===== config.mk =====
export PLATFORM = sky130hd
export DESIGN_NAME = backprop_bundle_sequencer
export DESIGN_NICKNAME = d
export VERILOG_FILES = /design/src/rtl/backprop_pkg.sv /design/src/rtl/layer_row_counter.sv /design/src/rtl/backprop_bundle_sequencer.sv
export SDC_FILE = /design/constraint.sdc
export NUM_CORES = 1
export LEC_CHECK = 0
export BUFFER_PORTS_ARGS = -buffer_cell sky130_fd_sc_hd__buf_2
export CELL_PAD_IN_SITES_DETAIL_PLACEMENT = 0
export CELL_PAD_IN_SITES_GLOBAL_PLACEMENT = 2
export CORE_MARGIN = 8
export CORE_UTILIZATION = 33
export DETAILED_ROUTE_END_ITERATION = 6
export GPL_TIMING_DRIVEN = 0
export PLACE_DENSITY = 0.8
export SYNTH_ARGS = -nofsm -noshare
export SYNTH_HDL_FRONTEND = slang
export SYNTH_SLANG_ARGS = --single-unit

===== constraint.sdc =====
create_clock -name clk -period 5.4 [get_ports clk]
set_input_delay 0.27 -clock clk [delete_from_list [all_inputs] [get_ports clk]]
set_output_delay 0.27 -clock clk [all_outputs]
set_load 0.01 [all_outputs]

===== src/rtl/backprop_pkg.sv =====
// backprop_pkg
// Shared definitions for the backprop bundle sequencer: the sequencer state
// encoding and the bit layout of the 66-bit backprop control bundle.
//   bundle[65]    is_store     one store beat for (layer, row)
//   bundle[64]    start_train  single command that kicks off training
//   bundle[63:32] layer index
//   bundle[31:0]  row index
package backprop_pkg;

    localparam int BACKPROP_CONTROLL_SIZE = 66;
    localparam int IS_STORE_BIT           = 65;
    localparam int START_TRAIN_BIT        = 64;
    localparam int LAYER_MSB              = 63;
    localparam int ROW_MSB                = 31;

    typedef enum logic [2:0] {
        ST_IDLE        = 3'd0,
        ST_STORE       = 3'd1,
        ST_TRAIN_START = 3'd2,
        ST_TRAIN_WAIT  = 3'd3,
        ST_DONE        = 3'd4
    } state_t;

endpackage


===== src/rtl/layer_row_counter.sv =====
// layer_row_counter
// Nested row/layer counter. The row counts up to the row count of the current
// layer, then wraps to 0 and bumps the layer. o_last flags the final row of the
// final layer, so the owner can leave the store phase on that beat.
// Ports:
//   clk, reset      clock, synchronous active-high reset
//   i_clear         zero both counters (start of a sequence)
//   i_en            advance by one beat
//   i_num_layers    number of layers in use (latched config)
//   i_layer_rows    packed per-layer row counts, layer i at [32*i+31:32*i]
//   o_layer, o_row  current (layer, row) position
//   o_last          current position is the last beat of the sequence
module layer_row_counter #(
    parameter int MAX_LAYER_SIZE = 4
) (
    input  logic                        clk,
    input  logic                        reset,
    input  logic                        i_clear,
    input  logic                        i_en,
    input  logic [31:0]                 i_num_layers,
    input  logic [32*MAX_LAYER_SIZE-1:0] i_layer_rows,
    output logic [31:0]                 o_layer,
    output logic [31:0]                 o_row,
    output logic                        o_last
);

    logic [31:0] r_layer;
    logic [31:0] r_row;
    logic [31:0] w_rows_cur;
    logic        w_last_row;
    logic        w_last_layer;

    // Row count of the layer currently being walked.
    always_comb begin
        w_rows_cur = '0;
        for (int unsigned i = 0; i < MAX_LAYER_SIZE; i++) begin
            if (r_layer == i) begin
                w_rows_cur = i_layer_rows[32*i +: 32];
            end
        end
    end

    assign w_last_row   = (r_row == w_rows_cur - 32'd1);
    assign w_last_layer = (r_layer == i_num_layers - 32'd1);
    assign o_last       = w_last_row && w_last_layer;
    assign o_layer      = r_layer;
    assign o_row        = r_row;

    always_ff @(posedge clk) begin
        if (reset || i_clear) begin
            r_layer <= '0;
            r_row   <= '0;
        end else if (i_en) begin
            if (w_last_row) begin
                r_row   <= '0;
                // Wrap the layer too after the final beat so the counter idles at (0,0).
                r_layer <= w_last_layer ? 32'd0 : r_layer + 32'd1;
            end else begin
                r_row <= r_row + 32'd1;
            end
        end
    end

endmodule


===== src/rtl/backprop_bundle_sequencer.sv =====
// backprop_bundle_sequencer
// Drives the backprop stack controller: emits one store beat per (layer, row)
// of the latched configuration, then a single start_train command, then waits
// for train_done before reporting completion.
// Ports:
//   clk, reset                clock, synchronous active-high reset
//   start                     begin a sequence (only honoured in IDLE)
//   num_layers, layer_rows    configuration, latched on an accepted start
//   hold                      stall from the stack side
//   train_done                training complete pulse (only honoured in TRAIN_WAIT)
//   backprop_controll_bundle  registered {is_store, start_train, layer, row}
//   busy                      registered, high while a sequence is in flight
//   done                      one-cycle completion pulse
//   error                     one-cycle pulse for a rejected start
module backprop_bundle_sequencer
    import backprop_pkg::*;
#(
    parameter int max_layer_size         = 4,
    parameter int backprop_controll_size = BACKPROP_CONTROLL_SIZE
) (
    input  logic                          clk,
    input  logic                          reset,
    input  logic                          start,
    input  logic [31:0]                   num_layers,
    input  logic [32*max_layer_size-1:0]  layer_rows,
    input  logic                          hold,
    input  logic                          train_done,
    output logic [backprop_controll_size-1:0] backprop_controll_bundle,
    output logic                          busy,
    output logic                          done,
    output logic                          error
);

    state_t                         r_state;
    logic [31:0]                    r_num_layers;
    logic [32*max_layer_size-1:0]   r_layer_rows;
    logic [backprop_controll_size-1:0] r_bundle;
    logic                           r_busy;
    logic                           r_done;
    logic                           r_error;

    logic        w_cfg_valid;
    logic        w_accept;
    logic        w_cnt_en;
    logic [31:0] w_layer;
    logic [31:0] w_row;
    logic        w_last;

    // Valid when 1 <= num_layers <= max and every used layer has at least one row.
    always_comb begin
        w_cfg_valid = (num_layers != 32'd0) && (num_layers <= 32'(max_layer_size));
        for (int unsigned i = 0; i < max_layer_size; i++) begin
            if ((i < num_layers) && (layer_rows[32*i +: 32] == 32'd0)) begin
                w_cfg_valid = 1'b0;
            end
        end
    end

    assign w_accept = (r_state == ST_IDLE) && start && w_cfg_valid;
    assign w_cnt_en = (r_state == ST_STORE) && !hold;

    layer_row_counter #(
        .MAX_LAYER_SIZE (max_layer_size)
    ) u_counter (
        .clk          (clk),
        .reset        (reset),
        .i_clear      (w_accept),
        .i_en         (w_cnt_en),
        .i_num_layers (r_num_layers),
        .i_layer_rows (r_layer_rows),
        .o_layer      (w_layer),
        .o_row        (w_row),
        .o_last       (w_last)
    );

    always_ff @(posedge clk) begin
        if (reset) begin
            r_state      <= ST_IDLE;
            r_num_layers <= '0;
            r_layer_rows <= '0;
            r_bundle     <= '0;
            r_busy       <= 1'b0;
            r_done       <= 1'b0;
            r_error      <= 1'b0;
        end else begin
            r_done  <= 1'b0;
            r_error <= 1'b0;
            // busy trails the state by one edge so it rises together with the first beat.
            r_busy  <= (r_state != ST_IDLE);
            case (r_state)
                ST_IDLE: begin
                    r_bundle <= '0;
                    if (start) begin
                        if (w_cfg_valid) begin
                            r_num_layers <= num_layers;
                            r_layer_rows <= layer_rows;
                            r_state      <= ST_STORE;
                        end else begin
                            r_error <= 1'b1;
                        end
                    end
                end
                ST_STORE: begin
                    if (!hold) begin
                        r_bundle <= {1'b1, 1'b0, w_layer, w_row};
                        if (w_last) begin
                            r_state <= ST_TRAIN_START;
                        end
                    end else begin
                        // Held: drop the flags, keep the last layer/row on the bus.
                        r_bundle[IS_STORE_BIT]    <= 1'b0;
                        r_bundle[START_TRAIN_BIT] <= 1'b0;
                    end
                end
                ST_TRAIN_START: begin
                    if (!hold) begin
                        r_bundle <= '0;
                        r_bundle[START_TRAIN_BIT]        <= 1'b1;
                        r_bundle[LAYER_MSB:ROW_MSB+1]    <= r_num_layers - 32'd1;
                        r_state                          <= ST_TRAIN_WAIT;
                    end else begin
                        r_bundle[IS_STORE_BIT]    <= 1'b0;
                        r_bundle[START_TRAIN_BIT] <= 1'b0;
                    end
                end
                ST_TRAIN_WAIT: begin
                    r_bundle <= '0;
                    if (train_done) begin
                        r_state <= ST_DONE;
                    end
                end
                ST_DONE: begin
                    r_bundle <= '0;
                    r_done   <= 1'b1;
                    r_state  <= ST_IDLE;
                end
                default: begin
                    r_bundle <= '0;
                    r_state  <= ST_IDLE;
                end
            endcase
        end
    end

    assign backprop_controll_bundle = r_bundle;
    assign busy                     = r_busy;
    assign done                     = r_done;
    assign error                    = r_error;

endmodule


; Yosys cells after proc, flatten, opt, wreduce, memory -nomap -nowiden
; Cells that the tools add are included.
[totals]
output_inout_bits = 69
reg_bits = 296
[classes]
n_eq_ne = 15
n_reduce_logical = 24
add_sub_neg = 4
bitwise_logic = 2
n_lt_le_gt_ge = 5
muxes = 24
[ops]
columns = op, n
row1 = two-way mux 32 bit, 6
row2 = logical NOT 32 bit, 5
row3 = one-hot mux 66 bit (2 select lines), 1
row4 = two-way mux 64 bit, 2
row5 = adder 32 x 1 -> 32 bit (second input constant), 2
row6 = equality test 32 x 2 -> 1 bit (second input constant), 2
row7 = equality test 32 bit, 2
row8 = < comparator 1 x 32 -> 1 bit (first input constant), 2
row9 = < comparator 2 x 32 -> 1 bit (first input constant), 2
row10 = subtractor 32 x 1 -> 32 bit (second input constant), 2
row11 = equality test 32 x 1 -> 1 bit (second input constant), 1
row12 = less-or-equal comparator 32 x 3 -> 1 bit (second input constant), 1
row13 = nonzero test 32 bit, 1
row14 = two-way mux 3 bit, 6
row15 = one-hot mux 3 bit (4 select lines), 1
row16 = inequality test 2 bit (second input constant), 5
row17 = logical AND 1 bit, 9
row18 = two-way mux 1 bit, 7
row19 = equality test 3 x 2 -> 1 bit (second input constant), 2
row20 = AND reduction 6 bit, 1
row21 = AND reduction 2 bit, 2
row22 = equality test 3 x 1 -> 1 bit (second input constant), 1
row23 = equality test 3 bit (second input constant), 1
row24 = logical NOT 3 bit, 1
row25 = 8 further kinds, 9

; Depth between registers and ports, before layout
[logic_depth]
ltp_word = 11
mapped_depth = 21

; Cells and area by module
; A second synthesis with hierarchy kept.
[unflattened]
cells_unflattened = 2180
area_unflattened_um2 = 17302.8
[modules_own_cells]
columns = mod, n_inst, area_per_inst_um2, cells_each
row1 = backprop_bundle_sequencer, 1, 9535.4, 1041
row2 = layer_row_counter, 1, 7767.4, 1139

; Worst setup path after synthesis
; OpenSTA, ideal clock, no wires.
[synth_path]
path_kind = reg2reg
from = reg u_counter.r_layer[1], in the netlist u_counter.o_layer[1]
to = reg u_counter.r_layer[3], in the netlist u_counter.o_layer[3]
setup_slack_ns = 0.954
setup_time_ns = 0.079
arrival_time_ns = 4.368
path_buffers = 3
stages_incl_launch_ff = 20
t_required_ns = 5.321
cell_sequence = dfxtp_1 clkbuf_1 inv_1 ha_1 buf_2 buf_4 a211oi_1 a221oi_1 nand2_1 ha_1 inv_1 or4_1 or2_1 o31ai_1 nor2_1 xnor2_1 nor4_4 nand3_2 or4b_1 o211ai_1
[synth_between]
elab_chain_len = 8
elab_cells_between_ends = 14
[synth_rtl]
columns = element, line
row1 = start: declaration, layer_row_counter.sv:27  ; logic [31:0] r_layer;
row2 = start signal: assignment, layer_row_counter.sv:57  ; r_layer <= w_last_layer ? 32'd0 : r_layer + 32'd1;
row3 = logical NOT 32 bit, layer_row_counter.sv:37  ; if (r_layer == i) begin
row4 = two-way mux 32 bit (4 in a row), layer_row_counter.sv:37
row5 = subtractor 32 x 1 -> 32 bit, layer_row_counter.sv:43  ; assign w_last_row = (r_row == w_rows_cur - 32'd1);
row6 = equality test 32 bit, layer_row_counter.sv:43
row7 = AND reduction 2 bit (no source line), --
; Several ways; a longest one is shown, not always the timed one.
; A chain may end at the register's enable or synchronous reset.

; Final worst setup path
[layout_path]
from = reg u_counter.r_layer[0], in the netlist u_counter.o_layer[0]
to = reg u_counter.r_layer[11], in the netlist u_counter.o_layer[11]
; Same word-level chain as after synthesis.

==> results.yml <==
grt:
  antenna_found_initial: 0
  grt_use_met3_pct: 4.01
  met1_usage_pct: 31.2
  grt_pass1_wl_um: 98100
  top_usage_layer: "met2"
  overflow: 0
  first_global_vias: 16100
  grt_usage_pct: 22.6
  grtUsageMet2_pct: 35.7
  grt_start_max_net_pins: 14
clocking:
  clk_path_buf_depth: 3
  cts_buffers: 36
  clk_pin_slew_ns: 0.06
  clockRootBuffer: "clkbuf_16"
  cts_tree: "built"
  insertion_delay_ns: 0.55
  cts_sinks: 296
  h-tree-depth: 2
routing:
  drcViolationCount: 0
  via_count: 16500
  routed_via_density: 5.43
  drt_first_pass_iters: 6
  drtIter0Drc: 1223
  postRouteAntennaNets: 0
  post_drt_wl_per_cell_um: 21.5
  wirelength_um: 65400
placed_design:
  port_buffers: 233
  hpwl_um: 51800
  placed_area_sq_um: 17800
  place_congestion: 0.943
yosys:
  yosysSeqAreaShare_pct: 37.5
  synth_top_family_by_area: "simple AND/OR/NAND/NOR gates"
  synth_warnings: 0
  synth_edf_count: 0
  yosys.area_share.simple_pct: 30.2
  syn_nets: 2214
  ys_seq_elements: 296
  postSynthCellCount: 2042
  synthMuxAreaShare_pct: 0.577
  synth.avg_cell_area_sq_um: 7.75
  synth_cell_type_count: 85
  synth-compound-area-share_pct: 18.2
  synthArstFlopShare_pct: 0
  synthAdderAreaFrac_pct: 0.554
  synth_xor_area_share_pct: 8.33
  synth_ff_type: "dfxtp_1"
  syn_area_sq_um: 15800
timing:
  post-route-min-period_ns: 5.26
  max-slew-margin-rel_pct: 15.4
  setup_viol: 0
  finalSetupTns_ns: 0
  finalMaxSlewViolations: 0
  skew_ns: 0.0186
  worst_pin_slew_ns: 1.27
  max_clock_freq_ghz: 0.190
  period_share_pct: 97.4
  finalHoldViolCount: 0
floorplanning:
  dieArea_sq_um: 55200
  pin_count: 234
  rows: 80
  die_w_um: 235
  core_sq_um: 47500
  start_util_pct: 33.3
  die_h_um: 235
critical_path:
  cp.required_ns: 5.87
  crit_fanout: 10
  r2r_slack_ns: 0.14
  cp.arrival_ns: 5.73
  cp-end-kind: "register"
  worstSetupPathType: "reg2reg"
  crit_path_start_kind: "register"
layout:
  area_growth_pct: 27.8
  layout.area.seq_sq_um: 5930
  layout-drive-gt1-share_pct: 17.3
  finalNetCount: 2573
  fin_area_sq_um: 20200
  diodes: 0
  multi_input_area_sq_um: 9400
  final_util_pct: 42.5
  fillers: 4857
pwr:
  irDropWorstVdd_mv: 0.143
  powerDensity_nw_per_um2: 256
  power.leakage_nw: 7.74
run:
  max_cap_violations: 0
status:
  status: "finished, final reports clean"
hold_path:
  hold_path_class: "in2reg"
-- cell families after synthesis --
kind of cell	Yosys count
xor+xnor	144
buf+inv	185
compound gates	443
mux	9
simple gates	958
flops	296
fa+ha+maj	7
-- routing by layer --
metal	part of all wire, %	wire [um]
met5	0	0
met4	2.9	1870
met3	6.2	4050
met2	44	28500
met1	47	31000
-- sequential cells by signal, summed over array words and instances (netlist names) --
register,flops
r_layer_rows,128
backprop_controll_bundle,66
r_num_layers,32
u_counter.o_layer,32
u_counter.o_row,32
r_state,3
busy,1
done,1
error,1
-- critical path, stage by stage, from the launching register on --
cell and delay (ns):
dfxtp_2 0.46, clkinvlp_4 0.18, ha_1 0.28, buf_2 0.21, buf_2 0.21, buf_2 0.23, clkbuf_2 0.28, a221o_1 0.43
a22oi_2 0.30, and3_1 0.28, nand3b_1 0.17, a31o_2 0.31, nor4_2 0.18, nand4_1 0.25, nor4_4 0.26, buf_4 0.22
buf_4 0.13, nand2_2 0.12, or4_1 0.52, a21oi_1 0.14
-- worst paths after layout --
| kind | start | endpoint | cells after the start |
|---|---|---|---|
| min reg2reg | r_layer_rows[31] | r_layer_rows[31] | 2 |
| max | u_counter.o_layer[0] | u_counter.o_layer[11] | 19 |
| min | layer_rows[62] | r_layer_rows[62] | 3 |
| max reg2reg | u_counter.o_layer[0] | u_counter.o_layer[11] | 19 |
-- synthesized netlist by cell type (all sizes together), types with 11 or more instances --
master | instances | area [sq um]
inv | 27 | 101
and2 | 35 | 219
nor3b | 24 | 200
and4 | 11 | 96.3
nand2 | 343 | 1290
xor2 | 69 | 604
nor2 | 185 | 694
o21ai | 36 | 184
nor3 | 35 | 175
nand3 | 63 | 320
a211oi | 24 | 190
nor2b | 27 | 169
or2 | 11 | 68.8
a22oi | 16 | 120
dfxtp | 296 | 5930
xnor2 | 71 | 622
buf | 41 | 205
a22o | 30 | 263
clkbuf | 117 | 439
nor4 | 68 | 453
a21oi | 218 | 1090
nand3b | 28 | 210
a221oi | 14 | 123
nand4 | 42 | 263
and3 | 37 | 231
-- stage by stage --
stage / setup WS, ns / power [mW] / hold WS, ns / std cells
2_1_floorplan: 0.954 / 2.34 / 0.406 / 2042
3_3_place_gp: -1.08 / 2.49 / 0.447 / 2890
3_5_place_dp: -1.04 / 2.49 / 0.451 / 2890
4_1_cts: 0.0337 / 5.23 / 0.000249 / 3038
5_1_grt: -0.00630 / 5.34 / 0.00736 / 3042
6_report: 0.141 / 5.18 / 0.0132 / 3042
-- cell type report --
type / count / share of cell area (%)
plain buffers: 157 / 3.32
clock buffers: 45 / 5.07
clock inverters: 19 / 1.42
inverters: 27 / 0.520
multi-input cells: 1561 / 46.5
flip-flops and latches: 296 / 29.3
well taps: 615 / 3.80
repair buffers: 322 / 10.1
-- placed cells by master (no fill, tap or decap), drive strengths merged, types with 63 or more instances in the layout --
master       instances
a21oi              218
buf                283
clkbuf             163
dfxtp              296
dlygate4sd3         78
nand2              343
nand3               63
nor2               185
nor4                68
xnor2               71
xor2                69
-- where the power goes --
part | leakage (nW) | internal, mW | total, mW | switching [mW]
combinational | 4.73 | 0.121 | 0.310 | 0.189
sequential | 2.38 | 2.19 | 2.19 | 0.000648
clock | 0.635 | 1.68 | 2.68 | 1.00
-- repair_timing --
action / CTS / global route
gates resized for setup: 31 / 41
pin swaps: 4 / 6
hold buffers: 78 / 0
endpoints found under the hold margin: 78 / 0
buffers inserted: 6 / 5
setup endpoints to repair: 66 / 64
(Power assumes the default switching activity.)
